<file path="config.mk">
export PLATFORM = sky130hd
export DESIGN_NAME = arith_unit_ctrl
export DESIGN_NICKNAME = d
export VERILOG_FILES = /design/src/rtl/arith_unit_ctrl.sv
export SDC_FILE = /design/constraint.sdc
export NUM_CORES = 1
export LEC_CHECK = 0
export BUFFER_PORTS_ARGS = -buffer_cell sky130_fd_sc_hd__buf_2
export CELL_PAD_IN_SITES_DETAIL_PLACEMENT = 2
export CELL_PAD_IN_SITES_GLOBAL_PLACEMENT = 2
export CORE_ASPECT_RATIO = 1.25
export CORE_MARGIN = 8
export CORE_UTILIZATION = 29
export CTS_CLUSTER_SIZE = 10
export DETAILED_ROUTE_END_ITERATION = 16
export GPL_TIMING_DRIVEN = 1
export PLACE_DENSITY = 0.89
export SYNTH_ARGS = -nofsm -noshare
export SYNTH_HDL_FRONTEND = slang
export SYNTH_SLANG_ARGS = --single-unit
</file>
<file path="constraint.sdc">
create_clock -name i_clk -period 2.5 [get_ports i_clk]
set_input_delay 0.375 -clock i_clk [delete_from_list [all_inputs] [get_ports i_clk]]
set_output_delay 0.375 -clock i_clk [all_outputs]
set_load 0.1 [all_outputs]
</file>
<file path="src/rtl/arith_unit_ctrl.sv">
// Request sequencer for the shared shift/add/sub datapath: accept, drive, settle, capture, hand back.
// Define ARITH_CTRL_ERRCNT_EN to add the saturating o_err_count output.
module arith_unit_ctrl #(
  parameter int BITS    = 32,
  parameter int LATENCY = 1,
  parameter int CNT_W   = 16
) (
  input  logic             i_clk,
  input  logic             i_rst_n,
  input  logic             i_valid,
  output logic             o_ready,
  input  logic [1:0]       i_op,
  input  logic [BITS-1:0]  i_arg_A,
  input  logic [BITS-1:0]  i_arg_B,
  output logic [1:0]       o_dp_op,
  output logic [BITS-1:0]  o_dp_arg_A,
  output logic [BITS-1:0]  o_dp_arg_B,
  input  logic [BITS-1:0]  i_dp_result,
  input  logic             i_dp_error,
  input  logic             i_dp_overflow,
  output logic             o_valid,
  input  logic             i_ack,
  output logic [BITS-1:0]  o_result,
  output logic             o_error,
  output logic             o_overflow,
  output logic             o_busy,
`ifdef ARITH_CTRL_ERRCNT_EN
  output logic [CNT_W-1:0] o_err_count,
`endif
  output logic [CNT_W-1:0] o_op_count
);

  typedef enum logic [1:0] {IDLE, LOAD, EXEC, DONE} state_t;

  localparam logic [1:0]       OP_RESERVED = 2'd3;
  localparam logic [3:0]       SETTLE_INIT = 4'(LATENCY - 1);
  localparam logic [CNT_W-1:0] CNT_MAX     = '1;

  state_t            state_reg, state_next;
  logic [3:0]        settle_reg;
  logic [1:0]        op_reg;
  logic [BITS-1:0]   arg_a_reg, arg_b_reg, result_reg;
  logic              error_reg, overflow_reg;
  logic [CNT_W-1:0]  op_count_reg;
  logic              accept, capture, complete;

  always_comb begin
    state_next = state_reg;
    accept     = 1'b0;
    capture    = 1'b0;
    complete   = 1'b0;
    case (state_reg)
      IDLE: begin
        if (i_valid) begin
          accept     = 1'b1;
          state_next = (i_op == OP_RESERVED) ? DONE : LOAD;
        end
      end
      LOAD: state_next = EXEC;
      EXEC: begin
        if (settle_reg == 4'd0) begin
          capture    = 1'b1;
          state_next = DONE;
        end
      end
      DONE: begin
        if (i_ack) begin
          complete   = 1'b1;
          state_next = IDLE;
        end
      end
      default: state_next = IDLE;
    endcase
  end

  always_ff @(posedge i_clk or negedge i_rst_n) begin
    if (!i_rst_n) begin
      state_reg    <= IDLE;
      settle_reg   <= 4'd0;
      op_reg       <= 2'd0;
      arg_a_reg    <= '0;
      arg_b_reg    <= '0;
      result_reg   <= '0;
      error_reg    <= 1'b0;
      overflow_reg <= 1'b0;
      op_count_reg <= '0;
    end else begin
      state_reg <= state_next;
      if (accept) begin
        op_reg    <= i_op;
        arg_a_reg <= i_arg_A;
        arg_b_reg <= i_arg_B;
      end
      if (state_reg == LOAD) begin
        settle_reg <= SETTLE_INIT;
      end else if (state_reg == EXEC && settle_reg != 4'd0) begin
        settle_reg <= settle_reg - 4'd1;
      end
      // Reserved opcodes never touch the datapath; their outcome is fixed.
      if (accept && i_op == OP_RESERVED) begin
        result_reg   <= '0;
        error_reg    <= 1'b1;
        overflow_reg <= 1'b0;
      end else if (capture) begin
        result_reg   <= i_dp_result;
        error_reg    <= i_dp_error;
        overflow_reg <= i_dp_overflow;
      end
      if (complete && op_count_reg != CNT_MAX) begin
        op_count_reg <= op_count_reg + CNT_W'(1);
      end
    end
  end

`ifdef ARITH_CTRL_ERRCNT_EN
  logic [CNT_W-1:0] err_count_reg;

  always_ff @(posedge i_clk or negedge i_rst_n) begin
    if (!i_rst_n) begin
      err_count_reg <= '0;
    end else if (complete && (error_reg || overflow_reg) && err_count_reg != CNT_MAX) begin
      err_count_reg <= err_count_reg + CNT_W'(1);
    end
  end

  assign o_err_count = err_count_reg;
`endif

  assign o_ready    = (state_reg == IDLE);
  assign o_valid    = (state_reg == DONE);
  assign o_busy     = (state_reg != IDLE);
  assign o_dp_op    = op_reg;
  assign o_dp_arg_A = arg_a_reg;
  assign o_dp_arg_B = arg_b_reg;
  assign o_result   = result_reg;
  assign o_error    = error_reg;
  assign o_overflow = overflow_reg;
  assign o_op_count = op_count_reg;

endmodule

</file>
==> metrics.txt <==
Hold Slack roughly 45 ps; number of remaining DRC errors 0; EDFF count, synth 0; CTS buffer count 17; fin nets 740; period utilization between 80% and 90%; share of cells above drive strength 1 a little over half; Setup CP Type reg2out; initial antenna violation count 2; DR vias/cell 4.62; Mapped Area about 5000 µm²; async set or reset register ratio after synthesis 100%; CTS sink cnt ~120; worst path arrival time between 1500 and 2000 ps; first-pass GRT wire length between 20 and 30 mm; #FFs+latches synth between 100 and 150; 1st-iter DRT viols 160; run status finished clean; # setup viols final 0; Final ANT Viol Nets 0; Setup crit end o_ready; total wire length between 15 and 20 mm; root buffer cell clkbuf_16; Worst R2R Start state_reg[0]; Final HPWL DP between 10 and 15 mm; Worst slew margin between 50% and 60%; gr ovfl total 0; fmax between 400 and 500 MHz; top_reg_cell synth dfrtp_1; Synth Net Count a little over 500; largest net degree at the start of global routing roughly 120; synthesis warning total 0; clk_skew approximately 6.3 ps; clock-pin transition on the worst setup and hold timing paths 50 ps; drt first pass iters 4; post-synthesis sequential area ratio 61.4%; RSZ-0062 raised after global routing false; Die Area approximately 22,000 µm²; setup TNS 0 ps; Max Cap Viol 0; R2R setup slack about 520 ps; CP required 2120 ps; post-CTS resize count 0; gate count of the mapped netlist a little under 400; critical path capture point type primary output; final-report hold violation count 0; Least-Margin Pin Slew between 600 and 700 ps; Avg Cell Area, Syn around 12 µm²; Die W 133 µm; Routability Congestion 0.748; crit path from state_reg[0]; IO Port Bufs between 200 and 250; reg2reg end o_dp_arg_B[20]; vias between 3,000 and 4,000; GRT Total Usage between 10% and 20%; top cells by area, synth dfrtp_1 (61%), mux2_2 (15%), nand2_1 (5.4%); WL/cell about 19 µm; Final Critical Period roughly 2000 ps; post-CTS setup buffer count 0; CTS tree yes; Starting Density a little under 30%; area grow syn2layout 40.2%; clk buf depth 2; H-tree depth 4; largest area contributor in the netlist dfrtp_1; standard-cell row count 53; vias in the first global route 4,723; Worst Reg-to-Reg Cells 5; HP Class in2async; Clock Latency Late Sink 410 ps; Unique masters post-synth 33; CTS Hold Bufs 0; post-synth top area share about 61%; Die Ht 162 µm; IO Count 223; core region area between 15,000 and 20,000 µm²; CP Launch Type flip-flop; max-slew violations 0; Crit Path Max Fanout 4
==> worst max-delay path, stage by stage, from the launching register on <==
cell and delay (ps):
dfrtp_1 400, inv_1 150, ha_2 230, buf_2 440
==> how the worst min path moves through the flow <==
| stage | from | endpoint | cells past startpoint | slack [ps] |
|---|---|---|---|---|
| after floorplan | i_rst_n | o_dp_arg_A[0] | 0 | 80 |
| after global placement | o_dp_arg_B[28] | o_dp_arg_B[28] | 1 | 480 |
| after detailed placement | o_dp_arg_A[15] | o_dp_arg_A[15] | 1 | 490 |
| after CTS | i_rst_n | o_result[16] | 2 | 80 |
| after global routing | i_rst_n | o_result[12] | 2 | 100 |
| final | i_rst_n | o_result[12] | 2 | 40 |
==> area by class of cell <==
type	count	area [µm²]
Clock inverter	11	144
Antenna cell	2	5.00
Tap cell	220	275
Sequential cell	122	3050
Inverter	10	37.5
Timing Repair Buffer	227	1180
Clock buffer	21	460
Fill cell	1802	9870
Multi-Input combinational cell	250	1820
==> cells in the mapped netlist, types with 5 or more instances <==
| cell | number |
|---|---|
| dfrtp_1 | 122 |
| nand2_1 | 72 |
| mux2_2 | 66 |
| a21oi_1 | 34 |
| nor2_1 | 12 |
| inv_1 | 10 |
| ha_1 | 8 |
| nand3_1 | 8 |
| xnor2_1 | 8 |
| xor2_1 | 8 |
| buf_2 | 6 |
| clkbuf_1 | 6 |
| nor3_1 | 5 |
==> routing by layer <==
layer	global-route usage, %	up-vias	wire (µm)
met5	0	-	0
met4	7.57	0	521
met3	6.08	32	1240
met2	29.1	143	9400
met1	14.5	1993	5600
li1	-	1815	-
==> logic make-up after synthesis <==
group | synth area share (%)
xor gates and xnor gates | 2.82
muxes | 16.0
and+or+nand+nor | 10.3
adders and majority gates | 2.01
DFF | 61.4
AOI/OAI and AO/OA | 5.31
buffers and inverters | 2.11
==> metrics by stage <==
step	util [%]	cell area [µm²]	setup WS, ps	instances
floorplan	-	4980	10.4	398
global placement	37.8	6360	648	829
detailed placement	37.8	6360	503	829
CTS	41.4	6970	441	861
global route	41.4	6970	353	863
finish	41.4	6970	482	863
==> placed cells by master, fill, tap and decap left out, types with 2 or more instances in the layout <==
cell	Yosys	routed
a21oi_1	34	34
buf_12	0	2
buf_2	6	221
buf_4	0	4
bufinv_16	0	3
clkbuf_1	6	2
clkbuf_16	0	17
clkbuf_8	0	2
clkinv_2	0	4
clkinv_4	0	2
dfrtp_1	122	122
diode_2	0	2
ha_1	8	7
inv_1	10	10
mux2_1	3	3
mux2_2	66	66
mux2i_1	2	2
nand2_1	72	71
nand3_1	8	8
nand4_1	4	4
nand4_2	2	2
nor2_1	12	11
nor2_2	1	2
nor3_1	5	5
nor3_2	3	3
o22ai_1	2	2
xnor2_1	8	8
xor2_1	8	8
Power is left out: the tool's default activity adds up to more than one toggle a clock period on the data nets, which glitch-free logic cannot reach.
